### src/rtl/win_pkg.sv
// +--------------------------------------------------------------------------+
// | win_pkg : shared constants, window field offsets and FSM state encoding   |
// | Revision: 1.0                                                              |
// +--------------------------------------------------------------------------+
`default_nettype none

package win_pkg;

    localparam int PIX_W = 12;
    localparam int WIN_W = 108;

    localparam int OFF_ORIG  = 96;
    localparam int OFF_LEFT  = 84;
    localparam int OFF_RIGHT = 72;
    localparam int OFF_UP    = 60;
    localparam int OFF_DOWN  = 48;
    localparam int OFF_UL    = 36;
    localparam int OFF_UR    = 24;
    localparam int OFF_DL    = 12;
    localparam int OFF_DR    = 0;

    typedef enum logic [1:0] {
        IDLE   = 2'd0,
        FILL   = 2'd1,
        STREAM = 2'd2,
        DRAIN  = 2'd3
    } state_e;

    // One vertical slice of the window: pixels from three consecutive rows.
    typedef struct packed {
        logic [PIX_W-1:0] top;
        logic [PIX_W-1:0] mid;
        logic [PIX_W-1:0] bot;
    } col_t;

endpackage

`default_nettype wire

### src/rtl/line_buffer.sv
// +--------------------------------------------------------------------------+
// | line_buffer : DEPTH-entry circular delay line, one write and one read     |
// | Revision: 1.0                                                              |
// +--------------------------------------------------------------------------+
`default_nettype none

module line_buffer #(
    parameter int DEPTH = 160,
    parameter int WIDTH = 12
) (
    input  logic             clk,
    input  logic             reset,
    input  logic             we_i,
    input  logic [WIDTH-1:0] wr_data_i,
    output logic [WIDTH-1:0] rd_data_o
);

    localparam int PTR_W = $clog2(DEPTH);
    localparam logic [PTR_W-1:0] C_PTR_LAST = PTR_W'(DEPTH - 1);

    logic [WIDTH-1:0] mem_q [DEPTH];
    logic [PTR_W-1:0] ptr_q;

    // The slot about to be overwritten holds the sample written DEPTH writes ago.
    assign rd_data_o = mem_q[ptr_q];

    always_ff @(posedge clk or posedge reset) begin
        if (reset) begin
            ptr_q <= '0;
        end else if (we_i) begin
            ptr_q <= (ptr_q == C_PTR_LAST) ? '0 : ptr_q + PTR_W'(1);
        end
    end

    always_ff @(posedge clk) begin
        if (we_i) begin
            mem_q[ptr_q] <= wr_data_i;
        end
    end

endmodule

`default_nettype wire

### src/rtl/window_gen_3x3.sv
// +--------------------------------------------------------------------------+
// | window_gen_3x3 : raster RGB444 stream to 3x3 neighbourhood windows        |
// | Option: WINDOW_BORDER_REPLICATE_EN (clamp borders instead of zero fill)   |
// | Revision: 1.0                                                              |
// +--------------------------------------------------------------------------+
`default_nettype none

module window_gen_3x3
    import win_pkg::*;
#(
    parameter int IMG_W = 160,
    parameter int IMG_H = 120
) (
    input  logic             clk,
    input  logic             reset,
    input  logic [PIX_W-1:0] in_pixel,
    input  logic             in_valid,
    input  logic             in_sof,
    output logic             in_ready,
    output logic [WIN_W-1:0] color_data,
    output logic             window_valid
);

`ifdef WINDOW_BORDER_REPLICATE_EN
    localparam bit REPLICATE = 1'b1;
`else
    localparam bit REPLICATE = 1'b0;
`endif

    localparam int N_PIX = IMG_W * IMG_H;
    localparam int K_W   = $clog2(N_PIX + IMG_W + 1);
    localparam int COL_W = $clog2(IMG_W);
    localparam int ROW_W = $clog2(IMG_H);

    localparam logic [K_W-1:0]   C_K_FILL_END  = K_W'(IMG_W + 1);
    localparam logic [K_W-1:0]   C_K_LAST_IN   = K_W'(N_PIX - 1);
    localparam logic [K_W-1:0]   C_K_LAST_PUSH = K_W'(N_PIX + IMG_W);
    localparam logic [COL_W-1:0] C_COL_LAST    = COL_W'(IMG_W - 1);
    localparam logic [ROW_W-1:0] C_ROW_LAST    = ROW_W'(IMG_H - 1);

    state_e           state_q;
    logic [K_W-1:0]   k_q;
    logic [COL_W-1:0] cen_col_q;
    logic [ROW_W-1:0] cen_row_q;
    col_t             col0_q;
    col_t             col1_q;
    logic [WIN_W-1:0] color_data_q;
    logic             window_valid_q;

    logic             accept;
    logic             sof_acc;
    logic             push;
    logic             emit;
    logic [PIX_W-1:0] bot_pix;
    logic [PIX_W-1:0] lb0_rd;
    logic [PIX_W-1:0] lb1_rd;
    col_t             col_new;
    logic [WIN_W-1:0] window_d;

    assign in_ready = ~reset & (state_q != DRAIN);
    assign accept   = in_valid & in_ready;
    assign sof_acc  = accept & in_sof;

    // DRAIN keeps the pipeline moving with dummy pixels so the last rows
    // shift out of the line buffers; their bottom row is always masked.
    assign push    = (accept & ((state_q != IDLE) | in_sof)) | (state_q == DRAIN);
    assign emit    = push & ~sof_acc & (k_q >= C_K_FILL_END);
    assign bot_pix = (state_q == DRAIN) ? '0 : in_pixel;

    line_buffer #(.DEPTH(IMG_W), .WIDTH(PIX_W)) u_lb_mid (
        .clk       (clk),
        .reset     (reset),
        .we_i      (push),
        .wr_data_i (bot_pix),
        .rd_data_o (lb0_rd)
    );

    line_buffer #(.DEPTH(IMG_W), .WIDTH(PIX_W)) u_lb_top (
        .clk       (clk),
        .reset     (reset),
        .we_i      (push),
        .wr_data_i (lb0_rd),
        .rd_data_o (lb1_rd)
    );

    assign col_new = '{top: lb1_rd, mid: lb0_rd, bot: bot_pix};

    function automatic col_t fix_rows(input col_t c, input logic first_row, input logic last_row);
        col_t r;
        r = c;
        if (first_row) r.top = REPLICATE ? c.mid : '0;
        if (last_row)  r.bot = REPLICATE ? c.mid : '0;
        return r;
    endfunction

    // Centre sits in col1; col0 is the left neighbour, col_new the right one.
    always_comb begin
        col_t cl;
        col_t cc;
        col_t cr;
        logic first_row;
        logic last_row;
        window_d  = '0;
        first_row = (cen_row_q == '0);
        last_row  = (cen_row_q == C_ROW_LAST);
        cl = (cen_col_q == '0)        ? (REPLICATE ? col1_q : '0) : col0_q;
        cr = (cen_col_q == C_COL_LAST) ? (REPLICATE ? col1_q : '0) : col_new;
        cl = fix_rows(cl, first_row, last_row);
        cc = fix_rows(col1_q, first_row, last_row);
        cr = fix_rows(cr, first_row, last_row);
        window_d[OFF_ORIG  +: PIX_W] = cc.mid;
        window_d[OFF_LEFT  +: PIX_W] = cl.mid;
        window_d[OFF_RIGHT +: PIX_W] = cr.mid;
        window_d[OFF_UP    +: PIX_W] = cc.top;
        window_d[OFF_DOWN  +: PIX_W] = cc.bot;
        window_d[OFF_UL    +: PIX_W] = cl.top;
        window_d[OFF_UR    +: PIX_W] = cr.top;
        window_d[OFF_DL    +: PIX_W] = cl.bot;
        window_d[OFF_DR    +: PIX_W] = cr.bot;
    end

    always_ff @(posedge clk) begin
        if (push) begin
            col0_q <= col1_q;
            col1_q <= col_new;
        end
    end

    // k_q is the raster index of the next pixel pushed into the pipeline.
    always_ff @(posedge clk or posedge reset) begin
        if (reset) begin
            state_q   <= IDLE;
            k_q       <= '0;
            cen_col_q <= '0;
            cen_row_q <= '0;
        end else begin
            if (emit) begin
                if (cen_col_q == C_COL_LAST) begin
                    cen_col_q <= '0;
                    cen_row_q <= cen_row_q + ROW_W'(1);
                end else begin
                    cen_col_q <= cen_col_q + COL_W'(1);
                end
            end
            case (state_q)
                IDLE: begin
                    if (sof_acc) begin
                        state_q   <= FILL;
                        k_q       <= K_W'(1);
                        cen_col_q <= '0;
                        cen_row_q <= '0;
                    end
                end
                FILL, STREAM: begin
                    if (sof_acc) begin
                        state_q   <= FILL;
                        k_q       <= K_W'(1);
                        cen_col_q <= '0;
                        cen_row_q <= '0;
                    end else if (accept) begin
                        k_q <= k_q + K_W'(1);
                        if (state_q == FILL && k_q == C_K_FILL_END) begin
                            state_q <= STREAM;
                        end
                        if (state_q == STREAM && k_q == C_K_LAST_IN) begin
                            state_q <= DRAIN;
                        end
                    end
                end
                DRAIN: begin
                    if (k_q == C_K_LAST_PUSH) begin
                        state_q   <= IDLE;
                        k_q       <= '0;
                        cen_col_q <= '0;
                        cen_row_q <= '0;
                    end else begin
                        k_q <= k_q + K_W'(1);
                    end
                end
                default: state_q <= IDLE;
            endcase
        end
    end

    always_ff @(posedge clk or posedge reset) begin
        if (reset) begin
            color_data_q   <= '0;
            window_valid_q <= 1'b0;
        end else begin
            window_valid_q <= emit;
            if (emit) begin
                color_data_q <= window_d;
            end
        end
    end

    assign color_data   = color_data_q;
    assign window_valid = window_valid_q;

endmodule

`default_nettype wire

### config.mk
export PLATFORM = sky130hd
export DESIGN_NAME = window_gen_3x3
export DESIGN_NICKNAME = d
export VERILOG_FILES = /design/src/rtl/win_pkg.sv /design/src/rtl/line_buffer.sv /design/src/rtl/window_gen_3x3.sv
export SDC_FILE = /design/constraint.sdc
export NUM_CORES = 2
export LEC_CHECK = 0
export CAP_MARGIN = 20
export CORE_MARGIN = 2
export CORE_UTILIZATION = 57
export DETAILED_ROUTE_END_ITERATION = 10
export PLACE_DENSITY = 0.76
export RECOVER_POWER = 100
export SLEW_MARGIN = 20
export SYNTH_ARGS = -nofsm -noshare
export SYNTH_HDL_FRONTEND = slang
export SYNTH_SLANG_ARGS = --single-unit
### constraint.sdc
create_clock -name clk -period 7 [get_ports clk]
set_clock_uncertainty 0.15 [all_clocks]
set_input_delay 1.4 -clock clk [delete_from_list [all_inputs] [get_ports clk]]
set_output_delay 1.4 -clock clk [all_outputs]
set_load 0.05 [all_outputs]
==> results.md <==
* Arrival @ worst endpoint at 6920 ps
* ANT nets after route at 0
* Clock Power Share at 27.6%
* Nature of the critical path startpoint: input pin
* P_sw at 24.9 mW
* Final setup violation count at 0
* P per Cell Area at 432 nW/um2
* Final worst path period share at 92.5%
* Slew @ Worst Pin at 4170 ps
* Synth unique cells at 77
* IO Count at 126
* Later-pin clock latency in the skew report at 960 ps
* LEAKAGE at 55.7 nW
* Post-CTS Hold Fix Bufs at 0
* EDFF count, synth at 3912
* Final hold violation count at 0
* Asr flop ratio synth at 3.86%
* Final #Nets at 8043
* Post-route DRC violation count at 0
* Layout Cells excl Fill at 11900
* Vias at 83000
* Grt ovf at 0
* Initial DRC count at 13800
* Hold Crit Depth at 0
* Max-slew violations at 2194
* HP Class: register to register
* First-pass GRT wire length at 591 mm
* Failing checks: capacitance limit, slew limit
* Total GRT Usage at 29.5%
* Placed insts at 11200
* CP required at 7450 ps
* Gate power share at 29.1%
* CTS root buffer: clkbuf_16
* Max cap viols at 27
* Cell area after layout at 176000 um2
* Synth top area cells: edfxtp_1 (75%), mux4_2 (13%), dfrtp_1 (2.5%), a22oi_1 (1.2%), mux2i_1 (1.1%)
* Slew HR at -178%
* CTS buffer count at 389
* Post-CTS resize count at 0
* PortBufs at 125
* Synth top area share at 74.9%
* #FFs+latches synth at 4069
* Share of cells above drive strength 1 at 21.0%
* Cell taking the most area after synthesis: edfxtp_1
* Post-CTS Setup Bufs at 0
* CP Capture Type: register
* Vias in the first global route at 81500
* Slowest CP cell: clkinvlp_2
* Status: finished, violations left
* Routed WL at 415 mm
* DR pass1 iterations at 9
* Sw frac at 32.7%
* Vias/cell at 6.96
* Clk sinks at 4069
* CTS tree: built
* Clock-pin slew on the worst setup and hold paths at 70 ps
* Seq pwr share at 43.3%
* Synth cell count leaders: edfxtp_1 (3912), mux4_2 (899), nor2_1 (402), nand2_1 (331), a22oi_1 (250)
* Largest net degree at the start of global routing at 163
* Most frequent cell after synthesis: edfxtp_1
* Post-synth net total at 7547
* Die X at 528 um
* Hold WS at 300 ps
* Design Power at 76.0 mW
* Cells after Synth at 7511
* Antenna violations before repair at 21
* Max incr delay on CP at 1200 ps
* Die Ht at 528 um
* GP Congestion at 0.947
* Seq/Total Area, Yosys at 77.4%
* Worst-case reg-to-reg path depth at 8
* Initial Util at 57.3%
* Area of the core at 274000 um2
* Synth-to-Final Area Change at 12.1%
* Peak VDD IR at 0.627 mV
* Total negative setup slack at 0 ps
* Final worst slack at 524 ps
* Die Area at 279000 um2
* Fin crit period at 6480 ps
* H-tree Lvls at 5
* Top FF cell, synth: edfxtp_1
* Pre-CTS setup slack at 1590 ps
* Clock Path Buffers at 4
* Wire length per cell at 34.8 um
* Cells along the critical path: dlygate4sd3_1, nor2b_1, a21oi_1, clkinvlp_2, nand3_1, clkbuf_1, nor2_1, clkbuf_1
* DP HPWL at 242 mm
* Core Util, Final at 64.2%
* Unrepaired setup endpoints after global routing: false
* Int Power at 51.2 mW
* Yosys warns at 0
* Critical path type: input pin to register
* Netlist Area Pre-Place at 157000 um2
* Rows at 192
* Crit Path Max Fanout at 26
* Top cell by count, worst path: clkbuf_1
* Placed Area at 164000 um2
* Max Clk Rate at 0.154 GHz
* Syn Area/Cell at 20.9 um2
-- power by group through the flow --
stage | sequential (mW) | clock (mW) | combinational, mW
after detailed placement | 33.2 | 0 | 21.6
after global routing | 32.9 | 22.0 | 22.8
final | 32.9 | 21.0 | 22.1
after CTS | 32.7 | 21.1 | 21.8
after global placement | 33.1 | 0 | 21.0
after floorplan | 33.5 | 0 | 13.0
-- placed cells by master, fill, tap and decap left out, types with 123 or more instances in the layout --
master / synthesis / layout
a22oi_1: 250 / 250
clkbuf_16: 0 / 396
nor2_1: 402 / 397
nand2_1: 331 / 330
mux2i_1: 178 / 178
dfrtp_1: 157 / 148
mux4_2: 899 / 899
edfxtp_1: 3912 / 3912
clkbuf_1: 171 / 309
nand3_1: 135 / 131
a21oi_1: 124 / 123
-- registers in the layout, indices dropped and copies added, names as in the netlist --
register / flops
u_lb_mid.mem_q: 1920
u_lb_top.mem_q: 1920
color_data: 108
col0_q: 36
col1_q: 36
k_q: 15
cen_col_q: 8
u_lb_mid.ptr_q: 8
u_lb_top.ptr_q: 8
cen_row_q: 7
state_q: 2
window_valid: 1
-- final cells by class --
cell class,instances,area (um2)
Antenna cell,6,15.0
Clock buffer,471,10300
Clock inverter,239,2330
Fill cell,17100,97800
Inverter,25,104
Multi-Input combinational cell,2984,33300
Sequential cell,4069,121000
Tap cell,3589,4490
Timing Repair Buffer,538,3830
-- worst max-delay path: cells and delay by family --
kind	cells	cell delay, ps
buf+inv	4	3400
simple gates	3	1310
compound gates	1	770
-- worst paths after layout --
| kind | startpoint | end | slack, ps |
|---|---|---|---|
| max | reset | u_lb_top.mem_q[40][0] | 520 |
| min | col1_q[9] | col0_q[9] | 300 |
| max reg2reg | u_lb_mid.ptr_q[3] | u_lb_top.mem_q[53][0] | 670 |
| min reg2reg | col1_q[9] | col0_q[9] | 300 |
| max in group asynchronous | reset | color_data[98] | 2470 |
| min in group asynchronous | reset | color_data[2] | 1040 |
-- cells by family (layout without fill, tap and decap cells) --
logic type / after synthesis / in the layout / share of synthesized area (%)
AO/OA/AOI/OAI: 705 / 705 / 3.18
XOR/XNOR: 26 / 26 / 0.145
adder cells (fa/ha/maj): 20 / 20 / 0.160
buffers and inverters: 458 / 1273 / 1.50
flip-flops: 4069 / 4069 / 77.4
multiplexers: 1117 / 1117 / 14.3
other: 0 / 6 / 0
AND/OR/NAND/NOR: 1116 / 1116 / 3.24
-- layer usage --
| layer | track usage, % | vias up | wire (um) |
|---|---|---|---|
| met5 | 0 | - | 292 |
| met4 | 10.7 | 20 | 17100 |
| met3 | 9.80 | 1042 | 58500 |
| met2 | 44.9 | 6616 | 194000 |
| met1 | 40.4 | 43100 | 145000 |
| li1 | - | 32200 | - |
No activity file was read; power rests on OpenSTA's default activity.
